**config.mk**
```make
export PLATFORM = sky130hd
export DESIGN_NAME = cpu_run_controller
export DESIGN_NICKNAME = d
export VERILOG_FILES = /design/src/rtl/cpu_run_controller.sv
export SDC_FILE = /design/constraint.sdc
export NUM_CORES = 1
export LEC_CHECK = 0
export CAP_MARGIN = 30
export CORE_MARGIN = 8
export CORE_UTILIZATION = 30
export DETAILED_ROUTE_END_ITERATION = 6
export PLACE_DENSITY_LB_ADDON = 0.3
export SETUP_SLACK_MARGIN = 0.05
export SLEW_MARGIN = 40
export SYNTH_ARGS = -nofsm -noshare
export SYNTH_HDL_FRONTEND = slang
export SYNTH_SLANG_ARGS = --single-unit
```
**constraint.sdc**
```tcl
create_clock -name clk -period 2.48 [get_ports clk]
set_input_delay 0.496 -clock clk [delete_from_list [all_inputs] [get_ports clk]]
set_output_delay 0.496 -clock clk [all_outputs]
set_load 0.05 [all_outputs]
```
**src/rtl/cpu_run_controller.sv**
```systemverilog
// Run controller for the `computer` top: owns the CPU reset and the clock-enable,
// sequencing power-on reset, free-run, N-cycle step, host halt and halt-cause capture.
module cpu_run_controller #(
    parameter int unsigned RESET_CYCLES = 2,
    parameter int unsigned COUNT_W      = 16,
    parameter int unsigned CYCLE_W      = 32,
    parameter int unsigned MAX_CYCLES   = 0,
    parameter int unsigned ERR_W        = 2
) (
    input  logic               clk,
    input  logic               reset,
    input  logic               cmd_valid,
    output logic               cmd_ready,
    input  logic [1:0]         cmd_op,
    input  logic [COUNT_W-1:0] cmd_count,
    input  logic               cpu_stop,
    input  logic [ERR_W-1:0]   cpu_error,
    output logic               cpu_reset,
    output logic               cpu_clk_en,
    output logic [2:0]         state,
    output logic [1:0]         halt_cause,
    output logic [CYCLE_W-1:0] cycle_count
);

    localparam int unsigned HoldW = (RESET_CYCLES < 2) ? 1 : $clog2(RESET_CYCLES + 1);
    localparam logic [HoldW-1:0] HoldInit = HoldW'(RESET_CYCLES);

    localparam logic [1:0] OpRun   = 2'd0;
    localparam logic [1:0] OpStep  = 2'd1;
    localparam logic [1:0] OpHalt  = 2'd2;
    localparam logic [1:0] OpReset = 2'd3;

    localparam logic [1:0] CauseNone    = 2'd0;
    localparam logic [1:0] CauseStop    = 2'd1;
    localparam logic [1:0] CauseError   = 2'd2;
    localparam logic [1:0] CauseTimeout = 2'd3;

    typedef enum logic [2:0] {
        StInit   = 3'd0,
        StIdle   = 3'd1,
        StRun    = 3'd2,
        StStep   = 3'd3,
        StHalted = 3'd4
    } state_e;

    state_e             state_q, state_d;
    logic [HoldW-1:0]   hold_q, hold_d;
    logic [CYCLE_W-1:0] cycle_q, cycle_d;
    logic [1:0]         cause_q, cause_d;
    logic [COUNT_W-1:0] step_q, step_d;
    logic               cpu_reset_q;

    logic               cmd_acc;
    logic               cpu_err;
    logic               clk_en;
    logic               timeout;
    logic               go_init;
    logic [CYCLE_W-1:0] cycle_inc;

    always_comb begin
        state_d   = state_q;
        hold_d    = hold_q;
        cycle_d   = cycle_q;
        cause_d   = cause_q;
        step_d    = step_q;
        go_init   = 1'b0;
        clk_en    = 1'b0;

        cmd_acc   = cmd_valid && (state_q != StInit);
        cpu_err   = |cpu_error;
        cycle_inc = (cycle_q == '1) ? cycle_q : cycle_q + 1'b1;

        // The stopping/erroring cycle itself must not advance the CPU.
        unique case (state_q)
            StInit:        clk_en = 1'b1;
            StRun, StStep: clk_en = !cpu_stop && !cpu_err;
            default:       clk_en = 1'b0;
        endcase

        timeout = (MAX_CYCLES != 0) && clk_en && (cycle_inc == CYCLE_W'(MAX_CYCLES));

        case (state_q)
            StInit: begin
                cycle_d = '0;
                if (hold_q == HoldW'(1)) begin
                    state_d = StIdle;
                end else begin
                    hold_d = hold_q - 1'b1;
                end
            end
            StIdle: begin
                if (cmd_acc) begin
                    unique case (cmd_op)
                        OpRun: begin
                            state_d = StRun;
                            cause_d = CauseNone;
                        end
                        OpStep: begin
                            state_d = StStep;
                            cause_d = CauseNone;
                            step_d  = (cmd_count == '0) ? COUNT_W'(1) : cmd_count;
                        end
                        OpReset: go_init = 1'b1;
                        default: ;
                    endcase
                end
            end
            StRun, StStep: begin
                if (clk_en) begin
                    cycle_d = cycle_inc;
                    if (state_q == StStep) begin
                        step_d = step_q - 1'b1;
                    end
                end
                if (cpu_err) begin
                    state_d = StHalted;
                    cause_d = CauseError;
                end else if (cpu_stop) begin
                    state_d = StHalted;
                    cause_d = CauseStop;
                end else if (timeout) begin
                    state_d = StHalted;
                    cause_d = CauseTimeout;
                end else if (cmd_acc && cmd_op == OpReset) begin
                    go_init = 1'b1;
                end else if (cmd_acc && cmd_op == OpHalt) begin
                    state_d = StIdle;
                    cause_d = CauseNone;
                end else if (state_q == StStep && clk_en && step_q == COUNT_W'(1)) begin
                    state_d = StIdle;
                    cause_d = CauseNone;
                end
            end
            StHalted: begin
                if (cmd_acc && cmd_op == OpReset) begin
                    go_init = 1'b1;
                end
            end
            default: go_init = 1'b1;
        endcase

        if (go_init) begin
            state_d = StInit;
            hold_d  = HoldInit;
            cycle_d = '0;
            cause_d = CauseNone;
        end
    end

    always_ff @(posedge clk or posedge reset) begin
        if (reset) begin
            state_q     <= StInit;
            hold_q      <= HoldInit;
            cycle_q     <= '0;
            cause_q     <= CauseNone;
            step_q      <= '0;
            cpu_reset_q <= 1'b1;
        end else begin
            state_q     <= state_d;
            hold_q      <= hold_d;
            cycle_q     <= cycle_d;
            cause_q     <= cause_d;
            step_q      <= step_d;
            cpu_reset_q <= (state_d == StInit);
        end
    end

    assign cmd_ready   = (state_q != StInit);
    assign cpu_reset   = cpu_reset_q;
    assign cpu_clk_en  = clk_en;
    assign state       = state_q;
    assign halt_cause  = cause_q;
    assign cycle_count = cycle_q;

endmodule

```
# After elaboration in Yosys (flattened, before gate mapping)
# Index checks and enable logic that the tools add are counted.
word_totals:
  ramBits: 0
  inputBits: 24
  mem_count: 0
  latchBits: 0
  register_bits: 56
  rom_bits: 0
op_classes:
  shifts: 0
  n_reduce_logical: 24
  div_mod_pow: 0
  eq_ne: 21
  add_sub_neg: 3
  mux: 39
  n_mul: 0
  magnitude_cmp: 0
  n_bitwise: 0
op_table:
  columns: ["operator", "count"]
  rows:
  - ["32-bit two-way mux", 3]
  - ["16-bit two-way mux", 5]
  - ["32-bit one-hot mux with 2 select lines", 1]
  - ["32-bit by 1-bit adder with 32-bit output (second input constant)", 1]
  - ["32-bit == test (second input constant)", 1]
  - ["16-bit one-hot mux with 2 select lines", 1]
  - ["3-bit two-way mux", 8]
  - ["2-bit two-way mux", 11]
  - ["16-bit by 1-bit == test with 1-bit output (second input constant)", 1]
  - ["16-bit zero test", 1]
  - ["16-bit by 1-bit subtractor with 16-bit output (second input constant)", 1]
  - ["3-bit != test (second input constant)", 4]
  - ["5-bit AND reduction", 2]
  - ["3-bit one-hot mux with 3 select lines", 1]
  - ["3-bit nonzero test", 3]
  - ["2-bit != test (second input constant)", 4]
  - ["3-bit by 2-bit == test with 1-bit output (second input constant)", 2]
  - ["1-bit logical AND", 6]
  - ["3-bit zero test", 2]
  - ["6-bit != test (second input constant)", 1]
  - ["3-bit one-hot mux with 2 select lines", 1]
  - ["2-bit OR reduction", 3]
  - ["1-bit two-way mux", 5]
  - ["5-bit != test (second input constant)", 1]
  - ["other kinds (14)", 18]

# Depth between registers and ports, before layout
depth:
  depth_word: 14
  depth_mapped: 9

# Least setup slack after synthesis
# OpenSTA, ideal clock, no wires.
synth_path:
  path_type: "flip-flop to flip-flop"
  start: "register cycle_q[1] (netlist: cycle_count[1])"
  end: "register cycle_q[4] (netlist: cycle_count[4])"
  period_less_slack_ns: 2.553
  arrival_ns: 2.427
  n_path_buf: 3
  t_required_ns: 2.354
  path_stages_with_launch: 10
  path_slack_ns: -0.073
  setup_time_ns: 0.126
  cell_sequence: "dfrtp_1 -> ha_1 -> nand3_1 -> nor4_4 -> and4_1 -> buf_4 -> buf_8 -> buf_12 -> nor3_2 -> a221o_1"
synth_between:
  elab_chain_len: 5
  word_cells_on_any_way: 8
synth_lines:
  columns: ["item", "line_no", "source"]
  rows:
  - ["start, declared", "48", "logic [CYCLE_W-1:0] cycle_q, cycle_d;"]
  - ["start signal, assigned", "161", "cycle_q <= cycle_d;"]
  - ["32-bit by 1-bit adder with 32-bit output", "71", "cycle_inc = (cycle_q == '1) ? cycle_q : cycle_q + 1'b1;"]
  - ["32-bit two-way mux", "71", null]
  - ["32-bit two-way mux", "109", "if (clk_en) begin"]
  - ["32-bit one-hot mux with 2 select lines", "82", "case (state_q)"]
  - ["32-bit two-way mux", "142", "if (go_init) begin"]
# Several ways; a longest one is shown, not always the timed one. The select of a mux whose other input is x is not followed.
# A chain may end at the register's enable or synchronous reset.

# Worst setup path in the final report
layout_path:
  start: "register step_q[8]"
  end: "register cause_q[0] (netlist: halt_cause[0])"
layout_between:
  elab_chain_len: 4
layout_lines:
  columns: ["item", "line_no", "source"]
  rows:
  - ["start, declared", "50", "logic [COUNT_W-1:0] step_q, step_d;"]
  - ["start signal, assigned", "163", "step_q <= step_d;"]
  - ["16-bit by 1-bit == test with 1-bit output", "129", "end else if (state_q == StStep && clk_en && step_q == COUNT_W'(1)) begin"]
  - ["1-bit logical AND", "129", null]
  - ["6-bit != test (no source line)", null, null]
  - ["5-bit AND reduction (no source line)", null, null]
  - ["end signal, assigned", "155", "cause_q <= CauseNone;"]
  - ["end signal, assigned", "162", "cause_q <= cause_d;"]
  - ["end, declared", "49", "logic [1:0] cause_q, cause_d;"]
# No other way between the ends.

==> impl_results.html <==
<table>
<tr><th>Metric</th><th>Value</th></tr>
<tr><th colspan="2">Drt</th></tr>
<tr><td>Via density per instance</td><td>5.60</td></tr>
<tr><td>Via total after detailed routing</td><td>3,632</td></tr>
<tr><td>Top Layer Used</td><td>met4</td></tr>
<tr><td>DRT Pass-1 Iters</td><td>4</td></tr>
<tr><td>Met2 WL post-DR</td><td>between 5 and 6 mm</td></tr>
<tr><td>Sum of met3 wire segment lengths after detailed routing</td><td>509 µm</td></tr>
<tr><td>M1 wire length</td><td>4.74 mm</td></tr>
<tr><td>Number of DRC violations after detailed routing</td><td>0</td></tr>
<tr><td>Post-route antenna net violation count</td><td>0</td></tr>
<tr><td>Routed length per instance</td><td>16.7 µm</td></tr>
<tr><td>Total wire length after detailed routing</td><td>10.8 mm</td></tr>
<tr><td>Violation count after the first detailed-route iteration</td><td>242</td></tr>
<tr><th colspan="2">STA</th></tr>
<tr><td>Unrepaired setup endpoints after global routing</td><td>false</td></tr>
<tr><td>Post-route worst setup slack</td><td>0.163 ns</td></tr>
<tr><td>Max-slew headroom</td><td>63.3%</td></tr>
<tr><td>Maximum operating frequency</td><td>432 MHz</td></tr>
<tr><td>Final Critical Period</td><td>2.32 ns</td></tr>
<tr><td>Clock skew</td><td>0.00671 ns</td></tr>
<tr><td>Actual transition at the worst max-transition pin</td><td>0.549 ns</td></tr>
<tr><td>Final setup violation count</td><td>0</td></tr>
<tr><td>Pins over their slew limit</td><td>0</td></tr>
<tr><td>Final clock period utilization by the worst path</td><td>93.4%</td></tr>
<tr><td>Total count of hold-check failures in the final report</td><td>0</td></tr>
<tr><th colspan="2">Floorplanning</th></tr>
<tr><td>Count of standard-cell rows</td><td>39</td></tr>
<tr><td>Vertical extent of the die</td><td>roughly 120 µm</td></tr>
<tr><td>Initial Utilization</td><td>a little under a third</td></tr>
<tr><td>Die area</td><td>0.0156 mm²</td></tr>
<tr><td>Die Span X</td><td>roughly 120 µm</td></tr>
<tr><td>Core region area</td><td>0.0115 mm²</td></tr>
<tr><td>Number of I/O pins</td><td>64</td></tr>
<tr><th colspan="2">GRT</th></tr>
<tr><td>Vias in the first global route</td><td>roughly 3,700</td></tr>
<tr><td>Global-route wire length before repair</td><td>18.2 mm</td></tr>
<tr><td>Total routing usage reported by global routing</td><td>13.7%</td></tr>
<tr><td>Initial antenna violation count</td><td>0</td></tr>
<tr><td>Maximum number of pins on one net before global-route repair</td><td>26</td></tr>
<tr><td>Residual overflow from global routing</td><td>0</td></tr>
<tr><th colspan="2">Outcome</th></tr>
<tr><td>Outcome</td><td>complete, no violations</td></tr>
<tr><th colspan="2">Cells and area</th></tr>
<tr><td>Post-route cell area</td><td>0.00482 mm²</td></tr>
<tr><td>Filler cell count in the final layout</td><td>1,139</td></tr>
<tr><td>Number of standard cells in the layout, taps in and fillers out</td><td>649</td></tr>
<tr><td>Fin util</td><td>42.0%</td></tr>
<tr><td>Layout cell share with drive strength beyond 1</td><td>15.0%</td></tr>
<tr><td>Ant diodes</td><td>0</td></tr>
<tr><td>Area growth syn-to-layout</td><td>35.7%</td></tr>
<tr><td>Net count, final</td><td>534</td></tr>
<tr><th colspan="2">Placed design</th></tr>
<tr><td>HPWL after detailed placement</td><td>8.34 mm</td></tr>
<tr><td>Post-placement setup slack</td><td>-0.190 ns</td></tr>
<tr><td>Placed insts</td><td>~640</td></tr>
<tr><td>RePlAce Congestion</td><td>0.823</td></tr>
<tr><td>Placed standard-cell area</td><td>roughly 0.0046 mm²</td></tr>
<tr><td>Number of port buffers</td><td>63</td></tr>
<tr><th colspan="2">Setup path</th></tr>
<tr><td>CP required</td><td>2.66 ns</td></tr>
<tr><td>Type of the worst setup path</td><td>reg -&gt; reg</td></tr>
<tr><td>Slowest cell on the critical path</td><td>or4_1</td></tr>
<tr><td>CP Max Fanout</td><td>7</td></tr>
<tr><td>Type of element launching the critical path</td><td>flip-flop</td></tr>
<tr><td>Series of cell instances along the critical path</td><td>or4_1 -&gt; nor4_1 -&gt; a311oi_1 -&gt; o31a_1 -&gt; a32o_1</td></tr>
<tr><td>Critical path arrival</td><td>2.50 ns</td></tr>
<tr><td>Delay contributed by the slowest stage of the critical path</td><td>0.56 ns</td></tr>
<tr><td>Nature of the critical path endpoint</td><td>flip-flop</td></tr>
<tr><th colspan="2">Power</th></tr>
<tr><td>Power, Total</td><td>3.99 mW</td></tr>
<tr><td>Maximum resistive drop on vdd</td><td>roughly 0.00047 V</td></tr>
<tr><td>Pwr/cell area</td><td>828 mW/mm²</td></tr>
<tr><td>Leakage power</td><td>1.92 nW</td></tr>
<tr><th colspan="2">Clocking</th></tr>
<tr><td>CTS tree</td><td>yes</td></tr>
<tr><td>Clk sinks</td><td>56</td></tr>
<tr><td>Maximum level of the CTS H-tree</td><td>2</td></tr>
<tr><td>Clock latency reported for the late side of the worst-skew pair</td><td>0.30 ns</td></tr>
<tr><td>Max Root-Sink Buffers</td><td>2</td></tr>
<tr><td>Cell at the root of the clock tree</td><td>clkbuf_16</td></tr>
<tr><td>Clock input transition at the sequential cells of the worst setup and hold paths</td><td>around 0.07 ns</td></tr>
<tr><td>Num CTS Buffers</td><td>5</td></tr>
<tr><th colspan="2">Synth</th></tr>
<tr><td>Sequential-to-total area share from yosys stat</td><td>39.5%</td></tr>
<tr><td>Syn Std Cell Area</td><td>approximately 0.0036 mm²</td></tr>
<tr><td>Cells after Synth</td><td>407</td></tr>
<tr><td>Most used flip-flop cell after synthesis</td><td>dfrtp_1</td></tr>
<tr><td>Yosys cell types</td><td>66</td></tr>
<tr><td>Synthesis-stage register bit count</td><td>56</td></tr>
<tr><td>Syn Nets</td><td>435</td></tr>
<tr><td>Mapped Avg Cell Area</td><td>around 8.7 µm²</td></tr>
<tr><td>Yosys warning total</td><td>0</td></tr>
<tr><td>Number of enable flip-flop cells after synthesis</td><td>0</td></tr>
<tr><td>Fraction of registers with async set or reset after synthesis</td><td>100%</td></tr>
<tr><th colspan="2">Hold path</th></tr>
<tr><td>Class of the tightest hold or removal check</td><td>reg -&gt; reg</td></tr>
<tr><th colspan="2">Flow run</th></tr>
<tr><td>Max-capacitance violation count</td><td>0</td></tr>
</table>
-- Yosys cell counts, types with 5 or more instances --
library cell | instances | area (µm²)
mux2i_1 | 11 | 110
o31ai_1 | 10 | 75.1
buf_2 | 5 | 25.0
o21ai_0 | 22 | 110
nand4_1 | 15 | 93.8
or4_1 | 12 | 90.1
and2_1 | 5 | 31.3
clkbuf_1 | 11 | 41.3
nand3_1 | 16 | 80.1
nor4_1 | 12 | 75.1
nand2_1 | 38 | 143
nand2b_1 | 10 | 62.6
a21oi_1 | 30 | 150
nor2_1 | 31 | 116
inv_1 | 15 | 56.3
dfrtp_1 | 54 | 1350
nor3_1 | 14 | 70.1
-- kinds of logic (layout without fill, tap and decap cells) --
| logic type | after synthesis | after routing | share of synthesized area, % |
|---|---|---|---|
| multiplexers | 12 | 12 | 3.42 |
| adder cells (fa/ha/maj) | 4 | 4 | 1.41 |
| XOR/XNOR | 2 | 2 | 0.493 |
| flip-flops | 56 | 56 | 39.5 |
| AO/OA/AOI/OAI | 115 | 115 | 21.4 |
| AND/OR/NAND/NOR | 181 | 181 | 28.6 |
| buffers and inverters | 37 | 136 | 5.18 |
-- per-stage QoR --
step | setup TNS, ns | hold slack (ns)
after floorplan | 0 | 0.471
after global placement | -0.678 | 0.488
after detailed placement | -1.87 | 0.501
after CTS | 0 | 0.518
after global routing | 0 | 0.541
final | 0 | 0.508
-- metal layers --
layer  vias up  global-route usage [%]
met2        94                    23.0
li1       1736                       -
met1      1779                    16.6
met3        23                    2.98
met4         0                    5.17
met5         -                       0
-- registers in the layout, indices dropped and copies added, names as in the netlist --
register / count
cycle_count: 32
step_q: 16
state: 3
halt_cause: 2
hold_q: 2
cpu_reset: 1
-- area by class of cell --
type	count	area [µm²]	area share, %
multi-input cells	314	1990	41.2
flip-flops and latches	56	1410	29.2
repair buffers	113	1050	21.9
well taps	143	179	3.71
clock buffers	7	133	2.75
inverters	16	61.3	1.27
-- worst max-delay path, delay by kind of cell, from the launching register on --
family	cells	cell delay, ns
AOI/OAI and AO/OA	3	0.77
DFF	1	0.45
and+or+nand+nor	2	0.98
-- power breakdown --
part	leakage (nW)	switching [mW]	internal, mW
clock network	0.0640	0.323	0.371
registers	0.742	0.181	1.10
logic	1.11	1.21	0.802
-- repair_timing --
item / 4_1_cts / 5_1_grt
hold buffers: 0 / 0
gates resized for setup: 3 / 7
pin swaps: 1 / 1
setup buffers: 1 / 0
endpoints found under the setup margin: 1 / 5
-- cells in the final DEF (no fill, tap or decap), drive strengths merged, types with 5 or more instances in the layout --
master,instances
nor3,15
and2,5
nor2,31
clkdlybuf4s50,58
o31ai,10
nand3,17
clkbuf,7
a21oi,30
or4,12
mux2i,11
inv,15
nand4,16
nand2,38
nor4,14
nand2b,10
buf,52
dfrtp,54
o21ai,25
-- path summary, 6_finish.rpt --
kind	startpoint	endpoint	slack [ns]	depth (start not counted)
hold / removal	halt_cause[1]$_DFFE_PP0P_	halt_cause[1]$_DFFE_PP0P_	0.51	1
setup / recovery	step_q[8]$_DFFE_PP0P_	halt_cause[0]$_DFFE_PP0P_	0.16	5
min in group asynchronous	reset	cycle_count[11]$_DFFE_PP0P_	0.58	2
setup reg to reg	step_q[8]$_DFFE_PP0P_	halt_cause[0]$_DFFE_PP0P_	0.16	5
hold reg to reg	halt_cause[1]$_DFFE_PP0P_	halt_cause[1]$_DFFE_PP0P_	0.51	1
max in group asynchronous	reset	cpu_reset$_DFF_PP1_	1.29	3
(Power assumes the default switching activity.)
